===== config.mk =====
export PLATFORM = sky130hd
export DESIGN_NAME = boot_run_ctrl_flat
export DESIGN_NICKNAME = d
export VERILOG_FILES = /design/src/rtl/boot_run_ctrl_if.sv /design/src/rtl/boot_run_ctrl.sv /design/src/flat_wrapper.sv
export SDC_FILE = /design/constraint.sdc
export NUM_CORES = 1
export LEC_CHECK = 0
export ABC_AREA = 1
export CAP_MARGIN = 20
export CORE_MARGIN = 10
export CORE_UTILIZATION = 61
export DETAILED_ROUTE_END_ITERATION = 10
export HOLD_SLACK_MARGIN = 0.12
export PLACE_DENSITY = 0.95
export SYNTH_ARGS = -nofsm -noshare
export SYNTH_HDL_FRONTEND = slang
export SYNTH_SLANG_ARGS = --single-unit

===== constraint.sdc =====
create_clock -name clk -period 6.5 [get_ports clk]
set_input_delay 1.3 -clock clk [delete_from_list [all_inputs] [get_ports clk]]
set_output_delay 1.3 -clock clk [all_outputs]
set_load 0.1 [all_outputs]

===== src/rtl/boot_run_ctrl_if.sv =====
// Boot-copy bus between the sequencer, the boot ROM and instruction memory.
// The master drives the ROM read address and the imem write port.
interface boot_run_ctrl_if #(
    parameter int ADDR_W = 10,
    parameter int DATA_W = 32
);
    logic [ADDR_W-1:0] rom_addr;
    logic [DATA_W-1:0] rom_data;
    logic              imem_we;
    logic [ADDR_W-1:0] imem_addr;
    logic [DATA_W-1:0] imem_wdata;

    modport master (
        output rom_addr,
        input  rom_data,
        output imem_we,
        output imem_addr,
        output imem_wdata
    );

    modport slave (
        input  rom_addr,
        output rom_data,
        input  imem_we,
        input  imem_addr,
        input  imem_wdata
    );
endinterface


===== src/rtl/boot_run_ctrl.sv =====
// Boot-and-run sequencer: copies the boot image ROM->imem, holds the CPU in
// reset, releases it and ends the run on halt (stable PC) or cycle budget.
module boot_run_ctrl #(
    parameter int ADDR_W       = 10,
    parameter int DATA_W       = 32,
    parameter int BOOT_WORDS   = 64,
    parameter int RESET_CYCLES = 1,
    parameter int MAX_CYCLES   = 50,
    parameter int HALT_STABLE  = 4
) (
    input  logic                   clk,
    input  logic                   reset,
    input  logic                   start,
    boot_run_ctrl_if.master        mem,
    output logic                   cpu_reset,
    input  logic [31:0]            cpu_pc,
    output logic [31:0]            cycle_count,
    output logic [2:0]             state,
    output logic                   done,
    output logic                   halted,
    output logic                   timeout
);
    typedef enum logic [2:0] {
        IDLE    = 3'd0,
        LOAD    = 3'd1,
        HOLD    = 3'd2,
        RUN     = 3'd3,
        HALTED  = 3'd4,
        TIMEOUT = 3'd5
    } state_t;

    state_t            state_q;
    logic [ADDR_W-1:0] rom_addr;
    logic              imem_we;
    logic [ADDR_W-1:0] imem_addr;
    logic [DATA_W-1:0] imem_wdata;
    logic [31:0]       load_cnt;
    logic [31:0]       hold_cnt;
    logic [31:0]       prev_pc;
    logic [31:0]       stable;
    logic              first_run;
    logic [31:0]       cnt_next;
    logic [31:0]       stable_next;

    assign state          = state_q;
    assign mem.rom_addr   = rom_addr;
    assign mem.imem_we    = imem_we;
    assign mem.imem_addr  = imem_addr;
    assign mem.imem_wdata = imem_wdata;

    // NOTE: every variable gets a default before any conditional update so no latch is inferred.
    always_comb begin
        cnt_next    = (cycle_count == '1) ? cycle_count : cycle_count + 32'd1;
        stable_next = '0;
        if (!first_run && (cpu_pc == prev_pc))
            stable_next = stable + 32'd1;
    end

    // NOTE: state is updated with non-blocking assignments so all registers see pre-edge values.
    always_ff @(posedge clk) begin
        if (reset) begin
            state_q     <= IDLE;
            cpu_reset   <= 1'b1;
            rom_addr    <= '0;
            imem_we     <= 1'b0;
            imem_addr   <= '0;
            imem_wdata  <= '0;
            cycle_count <= '0;
            done        <= 1'b0;
            halted      <= 1'b0;
            timeout     <= 1'b0;
            load_cnt    <= '0;
            hold_cnt    <= '0;
            prev_pc     <= '0;
            stable      <= '0;
            first_run   <= 1'b0;
        end else begin
            imem_we <= 1'b0;
            case (state_q)
                IDLE, HALTED, TIMEOUT: begin
                    if (start) begin
                        state_q     <= (BOOT_WORDS == 0) ? HOLD : LOAD;
                        cpu_reset   <= 1'b1;
                        rom_addr    <= '0;
                        load_cnt    <= '0;
                        hold_cnt    <= '0;
                        cycle_count <= '0;
                        done        <= 1'b0;
                        halted      <= 1'b0;
                        timeout     <= 1'b0;
                    end
                end
                LOAD: begin
                    // rom_data answers the rom_addr registered this cycle; it lands in imem next cycle.
                    if (load_cnt == 32'(BOOT_WORDS)) begin
                        state_q  <= HOLD;
                        hold_cnt <= '0;
                    end else begin
                        imem_we    <= 1'b1;
                        imem_addr  <= rom_addr;
                        imem_wdata <= mem.rom_data;
                        if (load_cnt != 32'(BOOT_WORDS - 1))
                            rom_addr <= rom_addr + ADDR_W'(1);
                    end
                    load_cnt <= load_cnt + 32'd1;
                end
                HOLD: begin
                    if (hold_cnt == 32'(RESET_CYCLES - 1)) begin
                        state_q   <= RUN;
                        cpu_reset <= 1'b0;
                        first_run <= 1'b1;
                    end else begin
                        hold_cnt <= hold_cnt + 32'd1;
                    end
                end
                RUN: begin
                    cycle_count <= cnt_next;
                    prev_pc     <= cpu_pc;
                    stable      <= stable_next;
                    first_run   <= 1'b0;
                    // Halt detection takes priority over a budget expiring in the same cycle.
                    if (stable_next == 32'(HALT_STABLE)) begin
                        state_q   <= HALTED;
                        cpu_reset <= 1'b1;
                        done      <= 1'b1;
                        halted    <= 1'b1;
                    end else if ((MAX_CYCLES != 0) && (cnt_next == 32'(MAX_CYCLES))) begin
                        state_q   <= TIMEOUT;
                        cpu_reset <= 1'b1;
                        done      <= 1'b1;
                        timeout   <= 1'b1;
                    end
                end
                default: state_q <= IDLE;
            endcase
        end
    end
endmodule


===== src/flat_wrapper.sv =====
// flat-port wrapper written by rule: the top's interface ports become plain ports
module boot_run_ctrl_flat 
#(
    parameter int ADDR_W       = 10,
    parameter int DATA_W       = 32,
    parameter int BOOT_WORDS   = 64,
    parameter int RESET_CYCLES = 1,
    parameter int MAX_CYCLES   = 50,
    parameter int HALT_STABLE  = 4
)
  (clk, reset, start, cpu_reset, cpu_pc, cycle_count, state, done, halted, timeout, mem_rom_addr, mem_rom_data, mem_imem_we, mem_imem_addr, mem_imem_wdata);
  boot_run_ctrl_if #(.ADDR_W(ADDR_W), .DATA_W(DATA_W)) mem_i ();
  input  logic clk;
  input  logic reset;
  input  logic start;
  output logic cpu_reset;
  input  logic [31:0] cpu_pc;
  output logic [31:0] cycle_count;
  output logic [2:0] state;
  output logic done;
  output logic halted;
  output logic timeout;
  output wire logic [$bits(mem_i.rom_addr)-1:0] mem_rom_addr;
  input wire logic [$bits(mem_i.rom_data)-1:0] mem_rom_data;
  output wire logic [$bits(mem_i.imem_we)-1:0] mem_imem_we;
  output wire logic [$bits(mem_i.imem_addr)-1:0] mem_imem_addr;
  output wire logic [$bits(mem_i.imem_wdata)-1:0] mem_imem_wdata;
  assign mem_rom_addr = mem_i.rom_addr;
  assign mem_i.rom_data = mem_rom_data;
  assign mem_imem_we = mem_i.imem_we;
  assign mem_imem_addr = mem_i.imem_addr;
  assign mem_imem_wdata = mem_i.imem_wdata;
  boot_run_ctrl #(.ADDR_W(ADDR_W), .DATA_W(DATA_W), .BOOT_WORDS(BOOT_WORDS), .RESET_CYCLES(RESET_CYCLES), .MAX_CYCLES(MAX_CYCLES), .HALT_STABLE(HALT_STABLE)) u_core (.clk(clk), .reset(reset), .start(start), .mem(mem_i), .cpu_reset(cpu_reset), .cpu_pc(cpu_pc), .cycle_count(cycle_count), .state(state), .done(done), .halted(halted), .timeout(timeout));
endmodule

==> results by group <==
Run status
  – Status: complete, no violations

Worst hold path
  – Hold depth: 2
  – Worst min-delay path startpoint: u_core.done
  – Min-delay worst type: flip-flop to flip-flop
  – Hold Path End: u_core.done

Logic synthesis
  – Syn_area_per_cell: around 6.4 um2
  – Top_reg_cell synth: dfxtp_1
  – Register area share after synthesis: 35.1%
  – Post-synth EDFFs: 0
  – Post-synth net total: 2053
  – Post-Syn Instances: between 1500 and 2000
  – Ys async rst share: 0%
  – Synth warnings: 0
  – #FFs+latches synth: 221
  – Synth unique cells: 54
  – Synthesized area: 12600 um2

Timing
  – Actual slew at the worst max-slew pin: 1080 ps
  – Clock skew: 21.4 ps
  – # setup viols final: 0
  – Fmax: 277 MHz
  – Final Max Slew Viols: 0
  – TNS Setup: 0 ps
  – Slew margin rel.: approximately 28%
  – Period utilisation layout: 55.6%
  – Final hold vios: 0
  – RSZ-0062 raised after global routing: false
  – Clock period minus worst slack: 3610 ps

Clock network
  – CTS tree: built
  – Worst-Skew Late Latency: 540 ps
  – Clk slew on worst S/H paths: about 60 ps
  – Max Root-Sink Buffers: 3
  – Hold_buf cts: 0
  – Post-CTS Setup Repair Bufs: 0
  – CTS root buf: clkbuf_16
  – TritonCTS Buffers: 24
  – CTS Sinks: 221
  – Post-CTS sizing: 0
  – H-tree depth: 1

Routing
  – Initial DRC count: 1281
  – DRC errors left: 0
  – Vias per inst: 5.72
  – Final WL: 39200 um
  – Via Count: 13700
  – DR WL/cell: 16.3 um
  – Pre-antenna DRT Iters: 6
  – Final ANT Viol Nets: 0

Placement
  – Post-DP HPWL: around 28000 um
  – Placed Instances: roughly 2400
  – Gpl congestion: 1.02
  – Port bufs: roughly 160

GRT
  – Pin count of the biggest net entering global routing: 82
  – Tot GR Track Use: between 20 and 30%
  – Initial antenna violation count: 0
  – Remaining global-route overflow: 0
  – Vias in the first global route: around 13000
  – First-pass GRT wire length: 63800 um

Finish
  – Final antenna diode count: 0
  – Layout area overhead: 20.8%
  – Layout cells sized above 1: 7.23%
  – Nets: 2186
  – Most frequent cells in the layout: nand2_1, nor2_1, inv_1
  – Most common cell after layout, fill and taps aside: nand2_1
  – Fill cells: 1600
  – Post-Layout Cell Count: 2400

Worst setup path
  – CP Max Fanout: 47
  – R2r worst-path depth: 8
  – RR Endpoint: u_core.prev_pc[13]
  – Crit path kind: primary input to flip-flop
  – Crit path arrival time: 4020 ps
  – Reg2reg start: u_core.state[1]
  – Setup slack, reg-to-reg: 3230 ps
  – CP Launch Type: primary input
  – CP Data Required Time: 6900 ps
  – Nature of the critical path endpoint: flip-flop

Pwr
  – VDD IR max: 0.000438 V
  – Lkg Pwr: about 6 nW
  – PwrDens: between 300 and 400 nW/um2

Die
  – Top Ports: 159
  – Die area: 26800 um2
  – Die Span X: between 150 and 200 um
  – Die height: about 160 um
  – Starting density of the core: 62.1%
  – # rows: 52
  – Core region area: 20300 um2

Job
  – # Max-Cap Violations: 0
cells in the mapped netlist (all sizes together), types with 10 or more instances:
library cell | count | area, um2
a21oi | 97 | 489
o22ai | 44 | 275
a211oi | 10 | 75.1
dfxtp | 221 | 4420
inv | 233 | 875
o21ai | 103 | 527
nand4 | 32 | 221
nand3b | 21 | 158
nand2 | 597 | 2320
clkbuf | 44 | 165
buf | 16 | 88.8
xor2 | 18 | 158
nor3 | 41 | 241
xnor2 | 10 | 87.6
nand3 | 134 | 721
nor2 | 285 | 1220
nor4 | 18 | 119
or2 | 14 | 87.6
metrics by stage:
| step | area, um2 | setup slack (ps) | hold slack (ps) | total power (W) | utilization [%] |
|---|---|---|---|---|---|
| after floorplan | 12600 | 3500 | 451 | 0.00313 | - |
| after global placement | 14300 | 2570 | 463 | 0.00363 | 70.7 |
| after detailed placement | 14300 | 2450 | 467 | 0.00367 | 70.7 |
| after CTS | 15200 | 2920 | 477 | 0.00521 | 75.0 |
| after global routing | 15200 | 2650 | 496 | 0.00539 | 75.1 |
| final | 15200 | 2890 | 471 | 0.00520 | 75.1 |
power by group:
part	internal (W)	total (W)	switching (W)
combinational	0.000427	0.00205	0.00163
clock	0.000928	0.00153	0.000606
sequential	0.00151	0.00162	0.000105
registers in the layout, summed over array words and instances, names as in the netlist:
| name | cells |
|---|---|
| u_core.cpu_reset | 1 |
| u_core.cycle_count | 32 |
| u_core.mem.imem_wdata | 32 |
| u_core.mem.imem_we | 1 |
| u_core.stable | 32 |
| u_core.mem.imem_addr | 10 |
| u_core.hold_cnt | 32 |
| u_core.state | 3 |
| u_core.done | 1 |
| u_core.timeout | 1 |
| u_core.load_cnt | 32 |
| u_core.halted | 1 |
| u_core.mem.rom_addr | 10 |
| u_core.prev_pc | 32 |
| u_core.first_run | 1 |
kinds of logic after synthesis:
logic type | synth area share, %
XOR/XNOR | 1.94
AND/OR/NAND/NOR | 40.6
adder cells (fa/ha/maj) | 0.694
AO/OA/AOI/OAI | 12.7
flip-flops | 35.1
buffers and inverters | 9.01
worst max path at each step:
| stage | start | to | slack, ps | cells past startpoint |
|---|---|---|---|---|
| CTS | u_core.state[1] | state[1] | 2920 | 1 |
| floorplan | u_core.cycle_count[0] | u_core.state[0] | 3500 | 20 |
| finish | cpu_pc[12] | u_core.state[1] | 2890 | 16 |
| detailed placement | cpu_pc[12] | u_core.state[1] | 2450 | 16 |
| global placement | cpu_pc[14] | u_core.state[0] | 2570 | 21 |
| global route | cpu_pc[14] | u_core.state[1] | 2650 | 19 |
worst max-delay path: stages:
cell	delay [ps]
clkdlybuf4s50_1	470
xnor2_1	360
nand3_1	120
nor2_1	130
nand3_1	100
nor2_2	100
buf_4	380
nand3_1	140
nor2_1	130
nand2_1	60
nor2_1	140
nand2_1	110
nand2_4	100
nand2_2	70
o211ai_1	200
inv_1	80
cell type report:
type	instances	area (um2)	share of cell area [%]
clock buffers	29	661	4.33
clock inverters	15	221	1.45
inverters	235	882	5.79
multi-input cells	1463	7070	46.4
flip-flops and latches	221	4420	29.0
well taps	270	338	2.22
repair buffers	167	1650	10.8
routing by layer:
metal	share of wire, %	wire [um]	track usage (%)
met1	41	16000	34.4
met3	10	3960	6.93
met2	46	18100	46.8
met4	2.9	1140	10.1
met5	0	0	0
Power figures use the tool's default switching activity.
